## src/rtl/cache_ctl_wb.sv

```systemverilog
// Cache controller FSM: multi-word line refill, dirty-victim write-back or write-through,
// and a saturating miss counter. Outputs decode state and inputs combinationally.
module cache_ctl_wb #(
  parameter int WORDS_PER_LINE = 4,
  parameter bit WRITE_BACK     = 1'b1,
  parameter int CNT_W          = 16,
  parameter int BEAT_W         = (WORDS_PER_LINE > 1) ? $clog2(WORDS_PER_LINE) : 1
) (
  input  logic              clk,
  input  logic              rst,
  input  logic              cpu_read,
  input  logic              cpu_write,
  input  logic              hit,
  input  logic              dirty,
  input  logic              mem_ack,
  output logic              stall,
  output logic              cache_re,
  output logic              cache_we,
  output logic              fill_we,
  output logic [BEAT_W-1:0] beat,
  output logic              victim_sel,
  output logic              mem_req,
  output logic              mem_we,
  output logic              set_dirty,
  output logic              clr_dirty,
  output logic [CNT_W-1:0]  miss_cnt
);

  typedef enum logic [2:0] {
    S_IDLE = 3'd0,
    S_WB   = 3'd1,
    S_FILL = 3'd2,
    S_DONE = 3'd3,
    S_WT   = 3'd4
  } state_t;

  localparam logic [BEAT_W-1:0] LAST_BEAT = BEAT_W'(WORDS_PER_LINE - 1);
  localparam logic [CNT_W-1:0]  CNT_MAX   = {CNT_W{1'b1}};

  state_t              r_state;
  logic [BEAT_W-1:0]   r_beat;
  logic [CNT_W-1:0]    r_miss_cnt;
  logic                r_wt_done;
  logic                w_req;
  logic                w_last;

  assign w_req    = cpu_read | cpu_write;
  assign w_last   = (r_beat == LAST_BEAT);
  assign miss_cnt = r_miss_cnt;

  // r_wt_done marks the IDLE cycle right after a write-through store, where the
  // CPU still holds the store it has just been released from and must not restart it.
  always_ff @(posedge clk or posedge rst) begin
    if (rst) begin
      r_state    <= S_IDLE;
      r_beat     <= {BEAT_W{1'b0}};
      r_miss_cnt <= {CNT_W{1'b0}};
      r_wt_done  <= 1'b0;
    end else begin
      case (r_state)
        S_IDLE: begin
          r_wt_done <= 1'b0;
          if (!r_wt_done && w_req) begin
            if (!hit) begin
              if (r_miss_cnt != CNT_MAX) begin
                r_miss_cnt <= r_miss_cnt + CNT_W'(1);
              end
              r_state <= (WRITE_BACK && dirty) ? S_WB : S_FILL;
            end else if (cpu_write && !WRITE_BACK) begin
              r_state <= S_WT;
            end
          end
        end
        S_WB: begin
          if (mem_ack) begin
            if (w_last) begin
              r_beat  <= {BEAT_W{1'b0}};
              r_state <= S_FILL;
            end else begin
              r_beat <= r_beat + BEAT_W'(1);
            end
          end
        end
        S_FILL: begin
          if (mem_ack) begin
            if (w_last) begin
              r_beat  <= {BEAT_W{1'b0}};
              r_state <= S_DONE;
            end else begin
              r_beat <= r_beat + BEAT_W'(1);
            end
          end
        end
        S_DONE: begin
          r_state <= S_IDLE;
        end
        S_WT: begin
          if (mem_ack) begin
            r_wt_done <= 1'b1;
            r_state   <= S_IDLE;
          end
        end
        default: begin
          r_state <= S_IDLE;
        end
      endcase
    end
  end

  // Output decode; stall on a miss must rise in the same cycle the miss is seen.
  always_comb begin
    stall      = 1'b0;
    cache_re   = 1'b0;
    cache_we   = 1'b0;
    fill_we    = 1'b0;
    beat       = {BEAT_W{1'b0}};
    victim_sel = 1'b0;
    mem_req    = 1'b0;
    mem_we     = 1'b0;
    set_dirty  = 1'b0;
    clr_dirty  = 1'b0;
    case (r_state)
      S_IDLE: begin
        cache_re = w_req;
        if (r_wt_done || !w_req) begin
          stall = 1'b0;
        end else if (!hit) begin
          stall = 1'b1;
        end else if (cpu_write) begin
          cache_we = 1'b1;
          if (WRITE_BACK) begin
            set_dirty = 1'b1;
          end else begin
            stall = 1'b1;
          end
        end else begin
          stall = 1'b0;
        end
      end
      S_WB: begin
        stall      = 1'b1;
        mem_req    = 1'b1;
        mem_we     = 1'b1;
        victim_sel = 1'b1;
        beat       = r_beat;
      end
      S_FILL: begin
        stall     = 1'b1;
        mem_req   = 1'b1;
        beat      = r_beat;
        fill_we   = mem_ack;
        clr_dirty = mem_ack & w_last;
      end
      S_DONE: begin
        stall    = 1'b1;
        cache_re = 1'b1;
      end
      S_WT: begin
        stall   = 1'b1;
        mem_req = 1'b1;
        mem_we  = 1'b1;
      end
      default: begin
        stall = 1'b0;
      end
    endcase
  end

endmodule

```

## config.mk

```make
export PLATFORM = sky130hd
export DESIGN_NAME = cache_ctl_wb
export DESIGN_NICKNAME = d
export VERILOG_FILES = /design/src/rtl/cache_ctl_wb.sv
export SDC_FILE = /design/constraint.sdc
export NUM_CORES = 1
export LEC_CHECK = 0
export ABC_AREA = 1
export BUFFER_PORTS_ARGS = -buffer_cell sky130_fd_sc_hd__buf_2
export CORE_AREA = 10 10 65 67
export DETAILED_ROUTE_END_ITERATION = 6
export DIE_AREA = 0 0 75 77
export PLACE_DENSITY = 0.77
export SYNTH_ARGS = -nofsm -noshare
export SYNTH_HDL_FRONTEND = slang
export SYNTH_SLANG_ARGS = --single-unit
```

## constraint.sdc

```tcl
create_clock -name clk -period 1.5 [get_ports clk]
set_clock_uncertainty 0.1 [all_clocks]
set_input_delay 0.225 -clock clk [delete_from_list [all_inputs] [get_ports clk]]
set_output_delay 0.225 -clock clk [all_outputs]
set_load 0.05 [all_outputs]
```

# == Yosys cells after proc, flatten, opt, wreduce, memory -nomap -nowiden ==
# Cells that the tools add are included.
# word_totals
elab_cells,62
reg_bits,22
output_inout_bits,27
# op_classes
muxes,26
addsub,2
n_reduce_logical,14
n_eq_ne,13
bitwise_logic,3
# op_table
operator,n
two-way mux 3 bit,7
adder 16 x 1 -> 16 bit (second input constant),1
!= test 16 bit (second input constant),1
!= test 2 bit (second input constant),7
two-way mux 1 bit,12
one-hot mux 3 bit (4 select lines),1
AND reduction 7 bit,1
equality test 3 x 2 -> 1 bit (second input constant),2
two-way mux 2 bit,3
one-hot mux 1 bit (2 select lines),3
AND reduction 2 bit,2
AND reduction 4 bit,1
OR reduction 2 bit,2
OR reduction 4 bit,1
equality test 3 x 1 -> 1 bit (second input constant),1
equality test 3 bit (second input constant),1
zero test 3 bit,1
OR reduction 3 bit,1
adder 2 x 1 -> 2 bit (second input constant),1
equality test 2 bit (second input constant),1
zero test 1 bit,2
nonzero test 2 bit,1
AND 1 bit,1
logical AND 1 bit,1
3 further kinds,3

# == Logic depth before layout (Yosys ltp) ==
# Gate-level depths: netlist (run 1).
# depth
depth_word,5
ltp_mapped,10
mapped_depth_nobuf,10

# == Worst setup path before layout (run 1) ==
# No wires, ideal clock.
# synth_path
path_type,register to output
startpoint,reg r_state[0]
endpoint,out cache_re
arrival_ns,1.839
t_required_ns,1.175
stages_incl_launch_ff,4
path_slack_ns,-0.664
path_cell_list,dfrtp_1 -> inv_1 -> ha_1 -> a21oi_1
# synth_via
elab_chain_cells,2
elab_cells_between_ends,3
cone_classes,eq/ne: 1; mux: 1; reduce/logical: 1
# synth_rtl
element,line,source
from (decl),40,state_t r_state;
from (signal assigned),68,r_state <= (WRITE_BACK && dirty) ? S_WB : S_FILL;
equality test 3 x 2 -> 1 bit or zero test 3 bit (tied branches),122,case (r_state)
one-hot mux 1 bit (2 select lines) *,122,
to (decl),17,"output logic cache_re,"
# Mark *: on every way between the ends. The rest lies on a longest branch, timed or not.

# == Worst setup path after layout (run 1) ==
# Same ends and word-level chain as after synthesis.

==> flow_metrics.tcl, run 1 <==
set metrics [dict create \
    path_cells "inv_4, ha_4, o21ai_1, a21oi_4, buf_8" \
    synthesis.nets 207 \
    ios 34 \
    grt_setup_unrepaired "true" \
    r2r-start "r_state[1]" \
    max_slew.worst_pin.slew_ns 0.276 \
    fp.coreArea_um2 2980 \
    min_path_type "in -> reg" \
    crit_start "r_state[0]" \
    cp.required_ns 1.17 \
    power_density_nw_per_um2 1840 \
    peakVddDrop_v 0.00179 \
    clk_pin_slew_ns 0.11 \
    num_rows 20 \
    initial_utilization_pct 46.6 \
    ys_seq_area_share_pct 36.1 \
    final_max_slew_viol_count 0 \
    layout_min_cycle_time_ns 1.77 \
    first_pass_iters 5 \
    cp_max_fo 5 \
    grt_max_degree 21 \
    p_sw_share_pct 50.4 \
    share_seq_of_total_power_pct 19.7 \
    numClockSinks 20 \
    slew_headroom_pct 81.5 \
    via_count 1438 \
    antenna_left 0 \
    clock_power_share_pct 6.8 \
    yosys_warnings 0 \
    fmax_ghz 0.565 \
    clockBufferDepth 2 \
    startpoint_type "register" \
    reg2reg_to "r_state[1]" \
    numCtsBuffers 3 \
    outcome "finished, violations left" \
    total_power_uw 3980 \
    htree_levels 1 \
    syn2layout_area_growth_pct 56.1 \
    dp_slack_ns -0.0463 \
    port_buffers 33 \
    routed_wl_mm 3.99 \
    switchingPower_uw 2010 \
    netlist_instances 193 \
    grt_usage_pct 13.3 \
    violations "negative setup slack" \
    drive_above_1_share_pct 51.6 \
    cts-root-buf "clkbuf_4" \
    cts_tree "yes" \
    end_kind "output port" \
    fin_ws_ns -0.268 \
    gp_congestion 0.760 \
    avgSynthCellArea_um2 7.18 \
    drv_cap 0 \
    clock_latency_ns 0.30 \
    hold_violations 0 \
    ys_top_cells_by_area "dfrtp_1 (36%), nand2_1 (18%), inv_1 (6.8%)" \
    critPathArrivalTime_ns 1.44 \
    setup_viol_count_final 14 \
    antenna_cells 0 \
    crit_end "cache_re" \
    wl_per_cell_um 13.9 \
    antenna_found_initial 0 \
    p_comb_share_pct 73.5 \
    critical_path_class "reg -> out" \
    synth_area_um2 1390 \
    die_area_um2 5780 \
    synth_top_cell_by_area "dfrtp_1" \
    final_cell_mix "nand2_1 (53), buf_2 (21), buf_4 (19)" \
    slowest_delay_ns 0.43 \
    remaining_drc_errors 0 \
    fp.dieH_um 77 \
    dr.first_iter.drc_count 106 \
    synth_seq_cells 20 \
    crit_slowest_cell "dfrtp_1" \
    die_x_um 75 \
    reg2regPathDepth 8 \
    r2r_slack_ns -0.19 \
    grt_pass1_vias 1395 \
    synth_top_area_share_pct 36.1 \
    yosysUniqueCellTypes 25 \
    total_leakage_power_uw 0.00104 \
    p_int_uw 1970 \
    final_common_cell "nand2_1" \
    fillers 205 \
    hpwl_mm 2.70 \
    final_nets 269 \
    timing.final.crit_share_pct 118 \
    grt_pass1_wl_mm 6.20 \
    viasPerCell 5.01 \
    grt_overflow 0 \
]
routing by layer:
metal,track usage (%),vias up,wire length [um]
met2,22.9,42,2110
met1,14.6,672,1520
met5,0,-,0
met4,6.06,0,76
met3,3.22,6,278
li1,-,718,-
cell families after synthesis:
family / Yosys count / share of synthesized area, %
compound gates: 12 / 4.87
fa+ha+maj: 7 / 6.32
xor+xnor: 7 / 4.42
simple gates: 115 / 37.3
mux: 1 / 0.812
flops: 20 / 36.1
buf+inv: 31 / 10.2
layout make-up:
class | count | area (um^2) | area share [%]
timing repair buffer | 60 | 514 | 23.8
multi-input combinational | 142 | 946 | 43.7
clock buffer | 4 | 26.3 | 1.21
sequential | 20 | 514 | 23.8
inverter | 28 | 123 | 5.66
tap | 33 | 41.3 | 1.91
power groups by stage:
stage               combinational, uW  clock (uW)  sequential (uW)
floorplan                        1390           0             1000
global placement                 2060           0              788
detailed placement               2100           0              791
CTS                              2640         277              778
global route                     3090         300              798
finish                           2930         272              784
how the worst min path moves through the flow:
stage / slack (ns) / startpoint / to / cells after the start
CTS: 0.20 / dirty / r_state[0] / 5
floorplan: 0.09 / rst / miss_cnt[12] / 1
detailed placement: 0.16 / rst / r_beat[1] / 3
finish: 0.23 / mem_ack / r_beat[0] / 3
global route: 0.22 / mem_ack / r_beat[0] / 3
global placement: 0.16 / rst / r_beat[1] / 3
worst max-delay path, delay by kind of cell, from the launching register on:
kind / cells / cell delay, ns
flops: 1 / 0.43
compound gates: 2 / 0.27
fa+ha+maj: 1 / 0.17
buf+inv: 2 / 0.27
cell usage after synthesis:
library cell   n
a21oi_1        1
nand2_2        7
nand4_1        6
a21o_1         1
nand2_1       67
nor2_2         4
inv_2          2
nor2_4         1
o21ai_0        7
mux2_2         1
ha_1           7
inv_1         25
buf_12         1
clkinv_2       1
buf_4          2
dfrtp_1       20
o21ai_1        1
nor3_1         1
nor2_1        17
xor2_1         2
o21a_1         1
o211ai_1       1
nand3_1        9
nand2_4        3
xnor2_1        5
repair_timing:
item                                    4_1_cts  5_1_grt
endpoints found under the setup margin       12       27
buffers inserted                              3        3
gates resized for setup                      49       29
hold buffers                                  1        0
pin swaps                                     7        8
hold endpoints to repair                     20        0
sequential cells by signal, summed over array words and instances, names as in the netlist:
name	flops
miss_cnt	16
r_state	2
r_beat	2
metrics by stage:
| step | utilization, % | TNS [ns] | hold slack (ns) | instance area, um^2 | cells |
|---|---|---|---|---|---|
| CTS | 68.7 | -1.88 | 0.197 | 2050 | 284 |
| finish | 72.7 | -2.86 | 0.226 | 2160 | 287 |
| global placement | 61.5 | 0 | 0.163 | 1830 | 276 |
| global route | 72.7 | -3.88 | 0.223 | 2160 | 287 |
| detailed placement | 61.5 | -0.0614 | 0.164 | 1830 | 276 |
| floorplan | - | -1.44 | 0.0881 | 1500 | 193 |
Power figures use the tool's default switching activity.
==> run 2: changes to the inputs <==
- CORE_AREA: 10 10 65 67 -> 10 10 52 85
- DIE_AREA: 0 0 75 77 -> 0 0 62 95
- PLACE_DENSITY: 0.77 -> 0.76
==> run 2 against run 1 <==
  * Count of clock-buffer cells in the layout did not move
  * Sequential power is essentially flat
  * Global-route usage increased by 1.6 points
  * The run still ends with negative setup slack left
==> flow_metrics.tcl, run 2 (synthesis results as in run 1) <==
set metrics [dict create \
    fp.dieH_um 95 \
    violations "negative setup slack" \
    setup_viol_count_final 26 \
    final_cell_mix "nand2_1 (55), buf_4 (23), buf_2 (22)" \
    cp.required_ns 1.17 \
    grt_pass1_wl_mm 6.83 \
    antenna_left 0 \
    dp.cells 289 \
    total_leakage_power_uw 0.00108 \
    htree_levels 1 \
    numClockSinks 20 \
    multiInputGateArea_um2 947 \
    final_common_cell "nand2_1" \
    dp_slack_ns -0.0661 \
    remaining_drc_errors 0 \
    startpoint_type "register" \
    ios 34 \
    via_count 1448 \
    routed_wl_mm 4.04 \
    layout_min_cycle_time_ns 1.72 \
    fillers 224 \
    grt_setup_unrepaired "true" \
    antenna_found_initial 0 \
    fmax_ghz 0.583 \
    outcome "finished, violations left" \
    end_kind "output port" \
    regArea_um2 514 \
    critPathArrivalTime_ns 1.39 \
    grt_pass1_vias 1581 \
    final_nets 275 \
    hold_violations 0 \
    min_path_type "in -> reg" \
    cts_tree "yes" \
    power_density_nw_per_um2 1820 \
    max_slew.worst_pin.slew_ns 0.268 \
    die_area_um2 5890 \
    fin_util_pct 72.5 \
    grt_max_degree 21 \
    timing.final.crit_share_pct 114 \
    setup_tns_ns -2.77 \
    clk_pin_slew_ns 0.07 \
    cts-root-buf "clkbuf_8" \
    die_x_um 62 \
    largest_register_ffs 16 \
    clockBufferDepth 2 \
    initial_utilization_pct 45.1 \
    clock_latency_ns 0.26 \
    fin_hold_ws_ns 0.244 \
    drv_cap 0 \
    dr.first_iter.drc_count 58 \
    cp_max_fo 4 \
    numCtsBuffers 3 \
    antenna_cells 0 \
    grt_usage_pct 14.9 \
    fin_ws_ns -0.215 \
    wl_per_cell_um 13.3 \
    slew_headroom_pct 82.1 \
    peakVddDrop_v 0.00144 \
    syn2layout_area_growth_pct 60.8 \
    critical_path_class "reg -> out" \
    grt_overflow 0 \
    final_max_slew_viol_count 0 \
    drive_above_1_share_pct 49.2 \
    first_pass_iters 4 \
    viasPerCell 4.78 \
    gp_congestion 0.777 \
    instances_no_fill 303 \
    num_rows 27 \
    fp.coreArea_um2 3070 \
    hpwl_mm 2.84 \
    port_buffers 33 \
]
-- run 2: layer usage --
layer / global-route usage [%] / wire (um) / part of all wire (%) / vias up
met1: 13.8 / 1380 / 34 / 686
li1: - / - / - / 726
met2: 29.9 / 2340 / 58 / 30
met5: 0 / 0 / 0 / -
met4: 3.93 / 55 / 1.4 / 0
met3: 3.23 / 264 / 6.5 / 6
-- run 2: layout make-up --
cell class | count | share of cell area (%)
Multi-Input combinational cell | 143 | 42.5
Timing Repair Buffer | 65 | 24.6
Sequential cell | 20 | 23.1
Inverter | 28 | 5.39
Tap cell | 43 | 2.41
Clock buffer | 4 | 2.02
-- run 2: stage by stage --
step                power [uW]  instance area [um^2]
floorplan                 2390                  1500
global placement          2860                  1850
global route              4300                  2230
detailed placement        2900                  1850
finish                    4050                  2230
CTS                       3850                  2150
-- run 2: timing repair --
item                                   CTS  global route
endpoints found under the hold margin   20             0
setup endpoints to repair               24            30
cloned                                   1             0
setup buffers                            6             2
gates resized for setup                 52            18
pin swaps                               11             7
hold buffers                             1             0
-- run 2: report_power, final --
part           total [uW]  switching (uW)  internal, uW
Clock                 370             181           189
Sequential            787             124           663
Combinational        2890            1700          1200
-- run 2: worst paths after layout --
kind,start,to,slack (ns),depth (start not counted)
min in group asynchronous,rst,r_beat[1],0.43,4
hold reg to reg,miss_cnt[9],miss_cnt[9],0.42,2
setup reg to reg,r_state[1],r_state[1],-0.10,10
hold / removal,mem_ack,r_beat[0],0.24,3
setup / recovery,r_state[1],cache_we,-0.22,6
max in group asynchronous,rst,miss_cnt[6],0.64,4
-- run 2: worst max-delay path, cell delays in order, from the launching register on --
cell	delay, ns
dfrtp_1	0.40
inv_2	0.13
ha_4	0.17
buf_6	0.10
nand2_4	0.05
nor2_4	0.12
buf_8	0.16
